`config.mk`:
```
export PLATFORM = sky130hd
export DESIGN_NAME = covariance_predict_engine
export DESIGN_NICKNAME = d
export VERILOG_FILES = /design/src/rtl/covariance_predict_engine.sv
export SDC_FILE = /design/constraint.sdc
export NUM_CORES = 2
export LEC_CHECK = 0
export CORE_AREA = 2 2 403 405
export CTS_CLUSTER_SIZE = 28
export DETAILED_ROUTE_END_ITERATION = 16
export DIE_AREA = 0 0 405 407
export REMOVE_ABC_BUFFERS = 1
export SETUP_SLACK_MARGIN = 0.05
export SYNTH_ARGS = -nofsm -noshare
export SYNTH_HDL_FRONTEND = slang
export SYNTH_SLANG_ARGS = --single-unit
```
`constraint.sdc`:
```
create_clock -name clk -period 18.1 [get_ports clk]
set_input_delay 3.62 -clock clk [delete_from_list [all_inputs] [get_ports clk]]
set_output_delay 3.62 -clock clk [all_outputs]
set_load 0.01 [all_outputs]
```
`src/rtl/covariance_predict_engine.sv`:
```
// Kalman time-update engine: P <= A*P*A' + Q on one serial MAC, with round-half-up,
// saturating element writes, a sticky overflow flag and optional symmetrisation.
//  state | meaning
//  IDLE  | wait for init_load (P <= P0) or start
//  MUL1  | T = A*P, one product per cycle
//  MUL2  | Pn = T*A' + Q, one product per cycle
//  SYM   | commit Pn (optionally symmetrised) into P
//  DONE  | one-cycle done pulse, back to IDLE
module covariance_predict_engine #(
    parameter int WIDTH  = 16,
    parameter int FRAC   = 8,
    parameter int nos    = 4,
    parameter int SYM_EN = 1
) (
    input  logic                         clk,
    input  logic                         reset_n,
    input  logic                         clk_en,
    input  logic                         init_load,
    input  logic                         start,
    input  logic [WIDTH*nos*nos-1:0]     A,
    input  logic [WIDTH*nos*nos-1:0]     Q,
    input  logic [WIDTH*nos*nos-1:0]     P0,
    output logic [WIDTH*nos*nos-1:0]     P,
    output logic                         busy,
    output logic                         done,
    output logic                         overflow
);
    localparam int MW = WIDTH * nos * nos;
    localparam int CW = $clog2(nos);
    localparam int AW = 2 * WIDTH + $clog2(nos) + 1;
    localparam logic [CW-1:0] LAST = CW'(nos - 1);
    localparam logic signed [AW-1:0] HALF  = AW'(64'sd1 <<< (FRAC - 1));
    localparam logic signed [AW-1:0] MAX_A = AW'((64'sd1 <<< (WIDTH - 1)) - 64'sd1);
    localparam logic signed [AW-1:0] MIN_A = ~MAX_A;
    localparam logic signed [WIDTH-1:0] MAX_W = {1'b0, {(WIDTH-1){1'b1}}};
    localparam logic signed [WIDTH-1:0] MIN_W = {1'b1, {(WIDTH-1){1'b0}}};

    typedef enum logic [2:0] {S_IDLE, S_MUL1, S_MUL2, S_SYM, S_DONE} state_t;

    state_t                  state;
    logic signed [WIDTH-1:0] p_m  [nos][nos];
    logic signed [WIDTH-1:0] t_m  [nos][nos];
    logic signed [WIDTH-1:0] pn_m [nos][nos];
    logic [CW-1:0]           ci, cj, ck;
    logic signed [AW-1:0]    acc, base, acc_next, rounded;
    logic signed [WIDTH-1:0] op_a, op_b, q_el, res;
    logic signed [2*WIDTH-1:0] prod;
    logic                    sat;

    function automatic logic signed [WIDTH-1:0] elem(input logic [MW-1:0] m,
                                                     input logic [CW-1:0] r,
                                                     input logic [CW-1:0] c);
        return m[(int'(r) * nos + int'(c)) * WIDTH +: WIDTH];
    endfunction

    function automatic logic signed [WIDTH-1:0] avg(input logic signed [WIDTH-1:0] x,
                                                    input logic signed [WIDTH-1:0] y);
        logic signed [WIDTH:0] s;
        s = {x[WIDTH-1], x} + {y[WIDTH-1], y};
        return WIDTH'(s >>> 1);
    endfunction

    // MUL1 multiplies A[i][k]*P[k][j]; MUL2 multiplies T[i][k]*A[j][k] on a Q-seeded sum
    always_comb begin
        op_a = '0;
        op_b = '0;
        if (state == S_MUL2) begin
            op_a = t_m[ci][ck];
            op_b = elem(A, cj, ck);
        end else begin
            op_a = elem(A, ci, ck);
            op_b = p_m[ck][cj];
        end
        prod = op_a * op_b;
        q_el = elem(Q, ci, cj);
        if (ck == '0)
            base = (state == S_MUL2) ? ({{(AW-WIDTH){q_el[WIDTH-1]}}, q_el} <<< FRAC) : '0;
        else
            base = acc;
        acc_next = base + {{(AW-2*WIDTH){prod[2*WIDTH-1]}}, prod};
        rounded  = (acc_next + HALF) >>> FRAC;
        sat      = 1'b0;
        res      = rounded[WIDTH-1:0];
        if (rounded > MAX_A) begin
            sat = 1'b1;
            res = MAX_W;
        end else if (rounded < MIN_A) begin
            sat = 1'b1;
            res = MIN_W;
        end
    end

    always_comb begin
        P = '0;
        for (int r = 0; r < nos; r++)
            for (int c = 0; c < nos; c++)
                P[(r*nos+c)*WIDTH +: WIDTH] = p_m[r][c];
    end

    always_ff @(posedge clk) begin
        if (clk_en) begin
            if (!reset_n) begin
                state    <= S_IDLE;
                ci       <= '0;
                cj       <= '0;
                ck       <= '0;
                acc      <= '0;
                busy     <= 1'b0;
                done     <= 1'b0;
                overflow <= 1'b0;
                for (int r = 0; r < nos; r++)
                    for (int c = 0; c < nos; c++) begin
                        p_m[r][c]  <= '0;
                        t_m[r][c]  <= '0;
                        pn_m[r][c] <= '0;
                    end
            end else begin
                case (state)
                    S_IDLE: begin
                        if (init_load) begin
                            for (int r = 0; r < nos; r++)
                                for (int c = 0; c < nos; c++)
                                    p_m[r][c] <= P0[(r*nos+c)*WIDTH +: WIDTH];
                        end else if (start) begin
                            overflow <= 1'b0;
                            ci       <= '0;
                            cj       <= '0;
                            ck       <= '0;
                            busy     <= 1'b1;
                            state    <= S_MUL1;
                        end
                    end
                    S_MUL1, S_MUL2: begin
                        acc <= acc_next;
                        if (ck == LAST) begin
                            if (state == S_MUL1) t_m[ci][cj]  <= res;
                            else                 pn_m[ci][cj] <= res;
                            if (sat) overflow <= 1'b1;
                        end
                        ck <= ck + CW'(1);
                        if (ck == LAST) begin
                            ck <= '0;
                            cj <= cj + CW'(1);
                            if (cj == LAST) begin
                                cj <= '0;
                                ci <= ci + CW'(1);
                                if (ci == LAST) begin
                                    ci    <= '0;
                                    state <= (state == S_MUL1) ? S_MUL2 : S_SYM;
                                end
                            end
                        end
                    end
                    S_SYM: begin
                        for (int r = 0; r < nos; r++)
                            for (int c = 0; c < nos; c++)
                                p_m[r][c] <= (SYM_EN != 0) ? avg(pn_m[r][c], pn_m[c][r])
                                                           : pn_m[r][c];
                        done  <= 1'b1;
                        state <= S_DONE;
                    end
                    S_DONE: begin
                        done  <= 1'b0;
                        busy  <= 1'b0;
                        state <= S_IDLE;
                    end
                    default: state <= S_IDLE;
                endcase
            end
        end
    end
endmodule

```
# Yosys cells after proc, flatten, opt, wreduce, memory -nomap -nowiden
# Memories as Yosys holds them, arrays and structs flattened. A register that Yosys moved wholly into a read port is not among the register bits.
# Index checks and enable logic that the tools add are counted.
[classes]
add_sub_neg = 18
multipliers = 1
magnitude_cmp = 5
n_eq_ne = 17
shifts = 3
mux = 110
bitwise_logic = 34
n_reduce_logical = 14
[ops]
columns = ["op", "n"]
rows = [
  ["$shiftx 256x10->16", 3],
  ["$mux 16", 41],
  ["$mux 64", 6],
  ["$add 16x16->17", 10],
  ["$reduce_or 64->1", 2],
  ["$mux 35", 3],
  ["$bmux 16 s2", 2],
  ["$add 35x35->35", 1],
  ["$add 35x9->35 const B", 1],
  ["$demux 16 s2", 1],
  ["$mul 16x16->32", 1],
  ["$or 1x1->1", 32],
  ["$mux 1", 31],
  ["$mux 2", 14],
  ["$gt 27x16->1 const B", 1],
  ["$lt 27x16->1 const B", 1],
  ["$ne 3x3->1 const B", 6],
  ["$reduce_and 6->1", 3],
  ["$add 4x2->5", 3],
  ["$mux 3", 5],
  ["$pmux 2 s2", 3],
  ["$ne 3x1->1 const B", 3],
  ["$pmux 3 s3", 1],
  ["$reduce_and 4->1", 2],
  ["16 further kinds", 26],
]
[word_totals]
ff_bits = 47
ramBits = 768
input_bits = 773
output_inout_bits = 259
memories = 3
[memory_table]
columns = ["memory", "words", "word_bits", "rd", "rd_ports_with_merged_regs", "wr", "line_no", "source"]
rows = [
  ["p_m", 4, 64, 5, 1, 4, "41", "logic signed [WIDTH-1:0] p_m [nos][nos];"],
  ["pn_m", 4, 64, 4, 0, 4, "43", "logic signed [WIDTH-1:0] pn_m [nos][nos];"],
  ["t_m", 4, 64, 1, 1, 4, "42", "logic signed [WIDTH-1:0] t_m [nos][nos];"],
]

# Depth between registers and ports, before layout
[depth]
word_depth = 14
ltp_mapped = 48
ltp_nobuf = 41

# Worst setup path before layout
# Ideal clock, no wire load.
[synth_timing]
kind = "input to register"
from = "input port A[116]"
to = "memory pn_m[0][21] (netlist bit), data pin"
setup_ns = 0.140
t_arrival_ns = 13.737
required_ns = 17.960
path_slack_ns = 4.224
cell_stages = 39
cell_sequence = "mux4_2 mux4_2 mux2i_1 clkbuf_1 nor2_1 fa_1 inv_1 fa_1 fa_1 inv_1 fa_1 fa_1 inv_1 fa_1 inv_1 ha_1 a21oi_1 nor3b_1 (+3 left out) a21oi_1 xnor2_1 ha_1 clkbuf_1 a2111o_1 o211ai_1 o21ai_1 nor2_1 xnor2_1 nand3_1 nor4b_4 a21oi_1 or4_4 o31ai_4 buf_6 nand3_4 buf_2 nor2_1"
[synth_lines]
columns = ["element", "line_no", "source"]
rows = [
  ["start, declared", "20", "input logic [WIDTH*nos*nos-1:0] A,"],
  ["end, declared", "43", ""],
]

==> out/qor.csv <==
stage,metric,value,unit
timing,Setup WS post-layout,2.67,ns
setup_path,peak fanout along the critical path,32,
drt,DR iter-0 viols,4689,
synthesis,yosys warns,0,
synthesis,netlist area before placement,55700,sq um
cts,Clk Tree Root Cell,clkbuf_16,
drt,Post-DRT Antenna Nets,0,
placement,placed cell count,7732,
min_path,HP Class,register to register,
cells_and_area,Nets,6924,
die,# IOs,1032,
outcome,outcome,finished clean,
drt,DRT Wirelength,224000,um
timing,RSZ-0062 raised after global routing,no,
grt,initial antenna violation count,24,
run,max-cap violations,0,
cts,worst skew pair latency,0.71,ns
die,placeable core area,160000,sq um
min_path,HP Start,pn_m[1][42],
placement,Detailed Place HPWL,172000,um
setup_path,crit path from,A[253],
synthesis,sequential area share after synthesis,44.1,%
die,DIE AREA,165000,sq um
synthesis,"EDFF count, synth",815,
die,Initial Util,34.8,%
cts,CTS resizes,0,
timing,max-slew violations,0,
timing,crit share post-route,85.2,%
synthesis,Synth area leader,edfxtp_1,
setup_path,CP Buf/Inv Count,5,
grt,total track usage,26.6,%
cts,Num Clock Sinks,819,
synthesis,mux cell area share after synthesis,14.4,%
cells_and_area,multi-input logic area,28600,sq um
placement,gp weighted congestion,0.957,
timing,final hold slack,0.482,ns
cells_and_area,cell area after layout,71500,sq um
synthesis,Unique masters post-synth,81,
synthesis,number of synthesized register bits,819,
cts,Clock Pin Slew Worst Setup and Hold Paths,0.06,ns
cells_and_area,"non-filler cells, final",7904,
cts,H-tree levels,3,
synthesis,Gate Count Post-Synth,4743,
cells_and_area,filler cell count,14812,
setup_path,CP top delay family,adder cells,
timing,worst-margin pin slew,1.26,ns
timing,Worst Skew,0.0582,ns
timing,Finish-stage setup viols,0,
synthesis,largest family of logic cells by synthesized area,adder cells,
synthesis,Post-Syn Area per Cell,11.7,sq um
placement,Port-buffer cells,1031,
grt,GRT overflow,0,
synthesis,Synth Area in Adders,14.5,%
cells_and_area,ratio of cells with drive above 1 in the final layout,11.7,%
synthesis,Synth Flop Type,edfxtp_1,
cts,CTS tree,yes,
synthesis,post-synthesis xor/xnor area fraction,1.94,%
setup_path,CP max stage delay,0.80,ns
timing,Slew headroom,15.3,%
die,Die Width,405,um
timing,minimum clock period,15.43,ns
cts,CTS Buf Count,91,
drt,Vias/cell,5.51,
placement,Area after DPL,68400,sq um
placement,DP Worst Slack,2.16,ns
setup_path,critical path startpoint category,primary input,
synthesis,ranking of synthesized cells by area,"edfxtp_1 44%, mux4_2 14%, fa_1 9.7%",
cts,Hold Buf Count CTS,0,
cells_and_area,Reg area,24600,sq um
drt,wire per inst,28.4,um
grt,number of global-route vias before repair,43469,
drt,Vias,43535,
setup_path,CP dominant cell by count,fa_1,
grt,largest net degree at the start of global routing,176,
drt,drt first pass iters,6,
synthesis,simple-gate share of the synthesized area,13.7,%
die,Core Rows,147,
timing,final hold vios,0,
synthesis,Compound-Gate Fraction of Synth Area,6.62,%
cells_and_area,Area growth syn-to-layout,28.2,%
drt,DRC,0,
die,Die H,407,um
setup_path,Crit Path Class,primary input to register,
grt,first-pass GRT wire length,313000,um
cts,Longest Clk Path Bufs,3,
cts,postcts setup bufs,0,
synthesis,ys async rst share,0,%
setup_path,WP data arrival,15.94,ns
synthesis,Yosys top cell area share,43.9,%
setup_path,Worst Path Required,18.62,ns
setup_path,critical path's slowest cell,mux2i_1,
timing,Peak Freq,0.0648,GHz
setup_path,kind of end point of the critical path,register,
[layout by cell type, fill, tap and decap left out, drive strengths merged, types with 12 or more instances in the layout]
master	count
nor2b	46
and3	14
xnor2	93
clkinv	33
ha	217
fa	269
or2	25
a21o	79
a21oi	127
buf	85
nor2	766
edfxtp	815
o21a	12
clkdlybuf4s50	1031
and2	39
xor2	28
inv	409
mux2i	29
nand4	17
o21ai	121
a211oi	22
mux2	13
nor3b	23
nand2	521
clkbuf	113
or3	24
nand3	76
nor3	62
nand2b	39
a21boi	30
mux4	336
a22o	67
a31oi	16
[cells in the mapped netlist, types with 25 or more instances]
master,n
o21ai_0,115
mux4_2,336
a21oi_1,124
mux2i_1,29
edfxtp_1,815
nor2_1,765
a21o_1,79
xor2_1,28
a22o_1,67
fa_1,269
buf_2,33
inv_1,404
or2_2,25
nand3_1,46
and2_1,39
nor2b_1,46
nor3_1,61
clkbuf_1,201
nand2_1,521
xnor2_1,93
a21boi_0,28
buf_1,50
nand2b_1,39
ha_1,217
[sequential cells by signal, indices dropped and copies added, names as in the netlist, named ones only]
signal	flops
acc	35
busy	1
ci	2
cj	2
ck	2
done	1
overflow	1
p_m	256
pn_m	256
state	3
t_m	256
[cell families after synthesis]
logic type,Yosys count
DFF,819
buffers and inverters,694
and+or+nand+nor,1691
xor gates and xnor gates,122
AOI/OAI and AO/OA,553
adders and majority gates,486
muxes,378
[layer usage]
metal	GRT usage, %	vias up	wire, um
met2	41.0	2409	101000
li1	-	18694	-
met1	36.2	22114	90000
met4	9.76	14	8990
met3	6.72	304	23800
met5	0	-	103
[path summary, 6_finish.rpt]
kind / depth (start not counted) / end / slack (ns)
max: 37 / pn_m[3][9] / 2.67
min: 1 / p_m[1][42] / 0.48
max reg2reg: 37 / pn_m[3][9] / 4.34
min reg2reg: 1 / p_m[1][42] / 0.48
[per-stage QoR]
step | setup TNS, ns | util, %
after floorplan | -1251.39 | -
after global placement | 0 | 42.7
after detailed placement | 0 | 42.7
after CTS | 0 | 44.6
after global routing | 0 | 44.6
final | 0 | 44.6
[final cells by class]
| type | instances | area share, % |
|---|---|---|
| flip-flops and latches | 819 | 34.4 |
| multi-input cells | 3230 | 40.0 |
| diodes | 6 | 0.0210 |
| inverters | 407 | 2.14 |
| repair buffers | 1116 | 15.4 |
| clock inverters | 53 | 0.865 |
| clock buffers | 113 | 3.39 |
| well taps | 2160 | 3.78 |
Power is left out: the tool's default activity adds up to more than one toggle a clock period on the data nets, which glitch-free logic cannot reach.
